--- config.mk ---
export PLATFORM = sky130hd
export DESIGN_NAME = round_key_buffer
export DESIGN_NICKNAME = d
export VERILOG_FILES = /design/src/rtl/round_key_buffer.sv
export SDC_FILE = /design/constraint.sdc
export NUM_CORES = 2
export LEC_CHECK = 0
export BUFFER_PORTS_ARGS = -buffer_cell sky130_fd_sc_hd__buf_2
export CAP_MARGIN = 20
export CORE_MARGIN = 4
export CORE_UTILIZATION = 60
export DETAILED_ROUTE_END_ITERATION = 10
export GPL_ROUTABILITY_DRIVEN = 0
export PLACE_DENSITY = 0.74
export SYNTH_ARGS = -nofsm -noshare
export SYNTH_HDL_FRONTEND = slang
export SYNTH_SLANG_ARGS = --single-unit
--- constraint.sdc ---
create_clock -name clk -period 124.5 [get_ports clk]
set_input_delay 6.225 -clock clk [delete_from_list [all_inputs] [get_ports clk]]
set_output_delay 6.225 -clock clk [all_outputs]
set_load 0.01 [all_outputs]
--- src/rtl/round_key_buffer.sv ---
// round_key_buffer
// Stores the 11 round keys produced by the key schedule and streams them to
// the cipher datapath in forward (encrypt) or reverse (decrypt) order over a
// valid/ready handshake. Protocol violations produce a one-cycle err pulse.
//
// Optional feature: define RKB_ZEROIZE_EN to add the zeroize input, which
// wipes all stored keys and returns the buffer to IDLE on the next clock.
module round_key_buffer (
  input  logic         clk,
  input  logic         rst,
  input  logic [127:0] wr_key,
  input  logic [3:0]   wr_addr,
  input  logic         wr_loaded,
  input  logic         rd_start,
  input  logic         rd_dir,
  input  logic         rd_ready,
  output logic [127:0] rd_key,
  output logic         rd_valid,
  output logic [3:0]   rd_round,
  output logic         rd_last,
  output logic         ready,
  output logic         err
`ifdef RKB_ZEROIZE_EN
  ,
  input  logic         zeroize
`endif
);

  typedef enum logic [1:0] {
    IDLE   = 2'd0,
    READY  = 2'd1,
    STREAM = 2'd2
  } state_t;

  localparam logic [3:0] FIRST_ROUND = 4'd1;
  localparam logic [3:0] LAST_ROUND  = 4'd11;

  state_t       r_state;
  state_t       w_state_n;
  logic [127:0] r_mem [1:11];
  logic [11:1]  r_mask;
  logic [11:1]  w_mask_n;
  logic [3:0]   r_cnt;
  logic [3:0]   w_cnt_n;
  logic         r_dir;
  logic         w_dir_n;

  logic         w_wr_hit;
  logic         w_we;
  logic         w_clear;
  logic         w_err_n;
  logic         w_zero;
  logic [3:0]   w_end_round;

  logic [127:0] w_key_n;
  logic [3:0]   w_round_n;
  logic         w_valid_n;
  logic         w_last_n;

  logic [127:0] r_rd_key;
  logic [3:0]   r_rd_round;
  logic         r_rd_valid;
  logic         r_rd_last;
  logic         r_ready;
  logic         r_err;

`ifdef RKB_ZEROIZE_EN
  assign w_zero = zeroize;
`else
  assign w_zero = 1'b0;
`endif

  // Addresses 0 and 12..15 are silently ignored, never flagged.
  assign w_wr_hit    = (wr_addr >= FIRST_ROUND) && (wr_addr <= LAST_ROUND);
  // Round index at which the running stream ends.
  assign w_end_round = r_dir ? FIRST_ROUND : LAST_ROUND;

  // Control state, valid mask, stream counter and direction.
  always_ff @(posedge clk or posedge rst) begin
    if (rst) begin
      // NOTE: sequential state uses <= so every register samples pre-edge values.
      r_state <= IDLE;
      r_mask  <= '0;
      r_cnt   <= FIRST_ROUND;
      r_dir   <= 1'b0;
    end else begin
      r_state <= w_state_n;
      r_mask  <= w_mask_n;
      r_cnt   <= w_cnt_n;
      r_dir   <= w_dir_n;
    end
  end

  // Next-state logic: write acceptance, stream control and error detection.
  always_comb begin
    // NOTE: every output gets a default first so no path leaves a latch behind.
    w_state_n = r_state;
    w_mask_n  = r_mask;
    w_cnt_n   = r_cnt;
    w_dir_n   = r_dir;
    w_we      = 1'b0;
    w_clear   = 1'b0;
    w_err_n   = 1'b0;
    if (w_zero) begin
      w_state_n = IDLE;
      w_mask_n  = '0;
      w_clear   = 1'b1;
    end else begin
      case (r_state)
        IDLE: begin
          if (w_wr_hit) begin
            w_we = 1'b1;
            // A new key 1 marks the start of a fresh schedule.
            if (wr_addr == FIRST_ROUND) w_mask_n = 11'd1;
            else                        w_mask_n[wr_addr] = 1'b1;
          end
          w_err_n = rd_start;
          if ((&w_mask_n) && wr_loaded) w_state_n = READY;
        end
        READY: begin
          if (w_wr_hit) begin
            w_we = 1'b1;
            if (wr_addr == FIRST_ROUND) begin
              w_state_n = IDLE;
              w_mask_n  = 11'd1;
            end
          end else if (rd_start) begin
            w_state_n = STREAM;
            w_dir_n   = rd_dir;
            w_cnt_n   = rd_dir ? LAST_ROUND : FIRST_ROUND;
          end
        end
        STREAM: begin
          // Storage is frozen while streaming; writes are dropped and flagged.
          w_err_n = w_wr_hit;
          if (rd_ready) begin
            if (r_cnt == w_end_round) w_state_n = READY;
            else if (r_dir)           w_cnt_n = r_cnt - 4'd1;
            else                      w_cnt_n = r_cnt + 4'd1;
          end
        end
        default: w_state_n = IDLE;
      endcase
    end
  end

  // Key storage: written only when the FSM grants a write.
  always_ff @(posedge clk or posedge rst) begin
    if (rst) begin
      // NOTE: key storage is reset explicitly; it must read back as zero after rst.
      for (int i = 1; i <= 11; i++) r_mem[i] <= '0;
    end else if (w_clear) begin
      for (int i = 1; i <= 11; i++) r_mem[i] <= '0;
    end else if (w_we) begin
      r_mem[wr_addr] <= wr_key;
    end
  end

  // Next stream outputs, forced to zero whenever no key is being presented.
  always_comb begin
    w_valid_n = 1'b0;
    w_round_n = '0;
    w_key_n   = '0;
    w_last_n  = 1'b0;
    if (w_state_n == STREAM) begin
      w_valid_n = 1'b1;
      w_round_n = w_cnt_n;
      w_key_n   = r_mem[w_cnt_n];
      w_last_n  = (w_cnt_n == (w_dir_n ? FIRST_ROUND : LAST_ROUND));
    end
  end

  // Registered outputs so the consumer sees glitch-free, stable values.
  always_ff @(posedge clk or posedge rst) begin
    if (rst) begin
      r_rd_key   <= '0;
      r_rd_round <= '0;
      r_rd_valid <= 1'b0;
      r_rd_last  <= 1'b0;
      r_ready    <= 1'b0;
      r_err      <= 1'b0;
    end else begin
      r_rd_key   <= w_key_n;
      r_rd_round <= w_round_n;
      r_rd_valid <= w_valid_n;
      r_rd_last  <= w_last_n;
      r_ready    <= (w_state_n == READY);
      r_err      <= w_err_n;
    end
  end

  assign rd_key   = r_rd_key;
  assign rd_round = r_rd_round;
  assign rd_valid = r_rd_valid;
  assign rd_last  = r_rd_last;
  assign ready    = r_ready;
  assign err      = r_err;

endmodule

## Word-level counts from Yosys, hierarchy flattened

Cells that the tools add are included.

| operators by class | value |
|---|---|
| reduce and logical (&&, ||, !) cells | 9 |
| add/sub/neg operators | 2 |
| bitwise logic cells | 3 |
| multiplexer cells | 40 |
| eq/ne operators | 9 |
| magnitude comparators | 7 |

Operators with widths:

| kind | count |
|---|---|
| 1408-bit bitwise mux | 1 |
| 128-bit binary-select mux with 4-bit select | 1 |
| 128-bit demux with 4-bit select | 1 |
| 128-bit two-way mux | 4 |
| 11-bit two-way mux | 5 |
| 4-bit two-way mux | 9 |
| 11-bit one-hot mux with 2 select lines | 1 |
| 2-bit two-way mux | 6 |
| 11-bit OR | 1 |
| 11-bit AND reduction | 1 |
| 5-bit greater-or-equal comparator, second input constant | 2 |
| 4-bit NOT with 5-bit output | 2 |
| 4-bit equality test | 2 |
| 4-bit by 1-bit greater-or-equal comparator with 1-bit output, second input constant | 2 |
| 1-bit two-way mux | 8 |
| 4-bit one-hot mux with 2 select lines | 1 |
| 2-bit one-hot mux with 3 select lines | 1 |
| 4-bit by 5-bit less-than comparator with 1-bit output, second input constant | 1 |
| 5-bit by 1-bit less-than comparator with 1-bit output, second input constant | 1 |
| 4-bit by 1-bit adder with 4-bit output, second input constant | 1 |
| 1-bit demux with 4-bit select | 1 |
| 2-bit by 1-bit equality test with 1-bit output, second input constant | 2 |
| 2-bit equality test, second input constant | 2 |
| 4-bit by 1-bit equality test with 1-bit output, second input constant | 1 |
| 9 further kinds | 13 |

| word-level totals | value |
|---|---|
| word-level logic and storage cells | 91 |
| output and inout bits | 136 |
| register bits after elaboration | 1562 |
| input port bits | 138 |

## Longest topological paths before layout

| logic depth | value |
|---|---|
| word-level depth | 14 |
| depth in mapped cells | 15 |
| gate-level depth less buffers | 10 |

## Worst setup path after synthesis

OpenSTA, ideal clock, no wires.

| path | value |
|---|---|
| kind | input to register |
| from | in wr_addr[0] |
| to | reg r_rd_key[100] (netlist: rd_key[100]) |
| required time | 124.374 ns |
| cell stages on the path | 11 |
| path buffers | 4 |
| slack | 115.839 ns |
| arrival | 8.535 ns |
| library setup time | 0.126 ns |
| path through | buf_2 or4_4 o211a_1 o21ai_2 and2_1 buf_6 buf_2 buf_2 mux2i_1 o21ai_0 a221o_1 |

| between the ends | value |
|---|---|
| word-level cells in the longest chain between the ends | 14 |
| elaborated cells between the ends (all ways) | 27 |
| classes of those cells | 4 x order compare; 2 x eq/ne; 15 x mux; 2 x bitwise; 4 x reduce/logical |

RTL lines:

| element | RTL line | text |
|---|---|---|
| start, declared | 12 | `input logic [3:0] wr_addr,` |
| 4-bit by 5-bit less-than comparator with 1-bit output (implied by the code) / 4-bit by 1-bit greater-or-equal comparator with 1-bit output (equally long branches) | 115 | `else w_mask_n[wr_addr] = 1'b1;` |
| 1-bit logical AND (implied by the code) | 115 |  |
| 1-bit two-way mux (implied by the code) | 115 |  |
| 1-bit demux with 4-bit select | 115 |  |
| 11-bit OR (no source line) | n/a |  |
| 11-bit two-way mux | 114 | `if (wr_addr == FIRST_ROUND) w_mask_n = 11'd1;` |
| 11-bit two-way mux | 111 | `if (w_wr_hit) begin` |
| 11-bit two-way mux | 109 | `case (r_state)` |
| 11-bit AND reduction | 118 | `if ((&w_mask_n) && wr_loaded) w_state_n = READY;` |
| 1-bit logical AND | 118 |  |
| 2-bit two-way mux | 118 |  |
| 2-bit one-hot mux with 3 select lines | 109 |  |
| 2-bit equality test | 165 | `if (w_state_n == STREAM) begin` |
| 128-bit two-way mux * | 165 |  |
| net w_key_n[100] | 55 | `logic [127:0] w_key_n;` |
| end signal, assigned | 183 | `r_rd_key <= w_key_n;` |
| end, declared | 60 | `logic [127:0] r_rd_key;` |

Mark *: on every way through the listed nets, which the timed path passes. The rest lies on a longest branch. The select of a mux whose other input is x is not followed.
A chain may end at the register's enable or synchronous reset.

## Worst setup path after layout

| path | value |
|---|---|
| from | in wr_addr[3] |
| to | reg r_rd_key[5] (netlist: rd_key[5]) |

The elaborated chain is that of the path after synthesis.

==> out/qor_table.md <==
| Parameter | This run |
|:---|:---|
| Max Fanout on Critical Path | 90 |
| Area share of the largest cell type after synthesis | 0.560 |
| Vert. Die Dim | 349 um |
| Layout cells sized above 1 | 0.366 |
| Path category of the worst min-delay check | reg -> reg |
| Clock tree from TritonCTS | done |
| Avg Cell Area, Syn | 12.7 um2 |
| Count of fill cells added during filler insertion | 8,403 |
| Count of warnings emitted by yosys | 0 |
| Detailed-routing iteration count for the pre-antenna-repair pass | 6 |
| Number of instances in the synthesized netlist | 5,514 |
| Cell with the largest stage delay on the worst path | sky130_fd_sc_hd__buf_4 |
| Core Region | 115,000 um2 |
| Final Hold Viols | 0 |
| Arr. time, crit path | 12,040 ps |
| Most used cell, CP | sky130_fd_sc_hd__buf_4 |
| First-iteration detailed-routing DRC count | 3,718 |
| Leakage power of the design | 0.0338 uW |
| Leading post-synthesis cells by cell area | sky130_fd_sc_hd__dfrtp_1 56%, sky130_fd_sc_hd__mux2_2 23%, sky130_fd_sc_hd__a211oi_1 2.8% |
| Power Total | 1960 uW |
| Number of distinct library cell variants in the gate-level netlist after synthesis | 57 |
| Detailed-route wire length per cell | 25.6 um |
| Clock buffers created by TritonCTS | 160 |
| Width of the chip | 349 um |
| Vias in the first global route | 47,100 |
| Peak ir drop on the vdd network | 0.0179 mV |
| Worst Hold Margin | 494 ps |
| Nature of the critical path startpoint | input port |
| Placed Cells incl. Taps | 6,787 |
| Maximum number of pins on one net before global-route repair | 192 |
| GRT Overall Usage | 0.298 |
| Most common cell after layout, fill and taps aside | sky130_fd_sc_hd__dfrtp_1 |
| Final Net Count | 5,589 |
| Number of enable flip-flop cells after synthesis | 0 |
| Antenna violations before repair | 45 |
| Area used by multi-input combinational logic | 28,500 um2 |
| Portion of the post-synthesis area used by sequential elements | 0.560 |
| Data required time at the worst endpoint | 125,190 ps |
| Cell taking the most area after synthesis | sky130_fd_sc_hd__dfrtp_1 |
| DP HPWL | 90,900 um |
| Worst slew margin | 0.157 |
| Floorplan die area | 122,000 um2 |
| Later-pin clock latency in the skew report | 770 ps |
| Vias post-DR | 46,000 |
| Type of the worst setup path | in -> reg |
| FP Rows | 124 |
| Total gr overflow | 0 |
| Synthesized Nets | 5,660 |
| Worst Max-Slew Pin Slew | 1260 ps |
| Initial core utilization | 0.607 |
| Worst-case clock buffer depth | 3 |
| Combined flip-flop and latch cell area | 39,100 um2 |
| Root buf cell | sky130_fd_sc_hd__clkbuf_16 |
| Post-layout minimum cycle time | 11,350 ps |
| Cells along the critical path | buf_2 -> or4_4 -> a21oi_4 -> a32oi_4 -> and2_4 -> inv_8 -> buf_4 -> buf_4 -> buf_4 -> a211oi_1 -> nor4b_1 -> a221o_1 |
| Final setup skew | 25.1 ps |
| Layout overhead on the synthesized area | 10.5% |
| Aggregate negative setup slack | 0 ps |
| Wire length of the first global-routing pass | 283,000 um |
| Quantity of I/O buffers inserted on ports | 273 |
| Proportion of register bits with asynchronous set or reset after synthesis | 1.00 |
| Finish-stage setup viols | 0 |
| Flip-flop cell with the highest count after synthesis | sky130_fd_sc_hd__dfrtp_1 |
| Total of max-cap violations | 0 |
| Number of buffers inserted to repair setup after CTS | 0 |
| CTS sink cnt | 1,562 |
| Status | complete, no violations |
| Flip-flop and latch count after synthesis | 1,562 |
| Number of hold buffers added after CTS | 0 |
| Post-detailed-route via-to-cell ratio | 6.47 |
| Number of max-slew violations in the final report | 0 |
| Cells resized by post-CTS repair | 0 |
| I/O pin total | 274 |
| Post-route core utilization | 0.671 |
| Commonest cells after routing, fill and taps aside | 1,561 x sky130_fd_sc_hd__dfrtp_1, 1,409 x sky130_fd_sc_hd__mux2_2, 394 x sky130_fd_sc_hd__nand2_1 |
| Delay of the slowest critical-path stage | 840 ps |
| Number of antenna-violating nets in the routed design | 0 |
| H-tree levels | 4 |
| RSZ-0062 raised after global routing | false |
| Fmax achieved | 0.0881 GHz |
| Kind of cell with the highest combined delay on the critical path | buffers and inverters |
| Critical Path Sink Type | flop |
| Number of remaining DRC errors | 0 |
| Pwr per Cell Area | 25.4 nW/um2 |
| Worst-path clk slew | 60 ps |
| Non-filler instance count after layout | 7,107 |
| CP Buf/Inv Count | 5 |
| Cell Area, Synth | 69,800 um2 |
| Post-route fraction of the period consumed by the critical path | 0.0911 |
| Final WL | 182,000 um |
-- report_power, final --
| part | switching, uW | total, uW | internal (uW) |
|---|---|---|---|
| clock network | 195 | 479 | 283 |
| logic | 309 | 615 | 306 |
| registers | 118 | 861 | 743 |
-- state kept, by name, summed over array words and instances, names as in the netlist --
name	count
err	1
r_cnt	4
r_dir	1
r_mask	11
r_mem	1408
r_state	2
rd_key	128
rd_last	1
rd_round	4
rd_valid	1
ready	1
-- cells in the mapped netlist, types with 7 or more instances --
cell / n
sky130_fd_sc_hd__dfrtp_1: 1561
sky130_fd_sc_hd__mux2_2: 1409
sky130_fd_sc_hd__clkbuf_1: 464
sky130_fd_sc_hd__nand2_1: 394
sky130_fd_sc_hd__a21oi_1: 267
sky130_fd_sc_hd__a211oi_1: 259
sky130_fd_sc_hd__and3_1: 255
sky130_fd_sc_hd__o21ai_0: 140
sky130_fd_sc_hd__a22oi_1: 130
sky130_fd_sc_hd__a221o_1: 129
sky130_fd_sc_hd__nor4b_1: 129
sky130_fd_sc_hd__mux2i_1: 127
sky130_fd_sc_hd__buf_2: 77
sky130_fd_sc_hd__buf_1: 43
sky130_fd_sc_hd__nor2_1: 27
sky130_fd_sc_hd__inv_1: 14
sky130_fd_sc_hd__nand3_1: 11
sky130_fd_sc_hd__nor2b_1: 8
sky130_fd_sc_hd__a31oi_1: 7
sky130_fd_sc_hd__ha_1: 7
-- final cells by class --
type,instances,area share
inverters,16,0.00107
repair buffers,354,0.0287
well taps,1512,0.0245
flip-flops and latches,1562,0.507
diodes,30,0.000974
clock buffers,245,0.0628
clock inverters,39,0.00558
multi-input cells,3349,0.369
-- path summary, 6_finish.rpt --
path                                             start                 endpoint  cells after the start  slack [ps]
worst min-delay path            r_mem[469]$_DFFE_PP0P_   r_mem[469]$_DFFE_PP0P_                      1         490
worst min register to register  r_mem[469]$_DFFE_PP0P_   r_mem[469]$_DFFE_PP0P_                      1         490
worst max-delay path                        wr_addr[3]      rd_key[5]$_DFF_PP0_                     12      113150
worst max register to register      r_cnt[1]$_DFF_PP0_      rd_key[5]$_DFF_PP0_                     13      118200
max in group asynchronous                          rst     rd_key[68]$_DFF_PP0_                      6      114810
min in group asynchronous                          rst  r_mem[1150]$_DFFE_PP0P_                      2        5580
-- cells by family after synthesis --
group / after synthesis / share of synthesized area
buffers and inverters: 603 / 0.0341
AO/OA/AOI/OAI: 950 / 0.0924
AND/OR/NAND/NOR: 851 / 0.0658
XOR/XNOR: 4 / 0.000502
flip-flops: 1562 / 0.560
adder cells (fa/ha/maj): 8 / 0.00154
multiplexers: 1536 / 0.246
-- through the flow --
step / worst slack, ps / area [um2]
2_1_floorplan: 74210 / 69800
3_3_place_gp: 112070 / 71600
3_5_place_dp: 111910 / 71600
4_1_cts: 112600 / 76900
5_1_grt: 112880 / 77100
6_report: 113150 / 77100
-- per-layer routing --
layer / track usage / wire (um) / up-vias
li1: - / - / 20000
met1: 0.420 / 79500 / 24200
met2: 0.465 / 84600 / 1467
met3: 0.0616 / 12700 / 314
met4: 0.102 / 4980 / 20
met5: 0 / 130 / -
-- worst reg2reg max path: stages (launching register included) --
cell and delay, ps:
sky130_fd_sc_hd__dfrtp_1 430, sky130_fd_sc_hd__ha_1 340, sky130_fd_sc_hd__ha_1 210, sky130_fd_sc_hd__nor2b_1 170, sky130_fd_sc_hd__a21oi_1 380, sky130_fd_sc_hd__a32oi_4 390, sky130_fd_sc_hd__and2_4 600, sky130_fd_sc_hd__inv_8 310
sky130_fd_sc_hd__buf_4 810, sky130_fd_sc_hd__buf_4 750, sky130_fd_sc_hd__buf_4 870, sky130_fd_sc_hd__a211oi_1 300, sky130_fd_sc_hd__nor4b_1 460, sky130_fd_sc_hd__a221o_1 200
(Power assumes the default switching activity.)
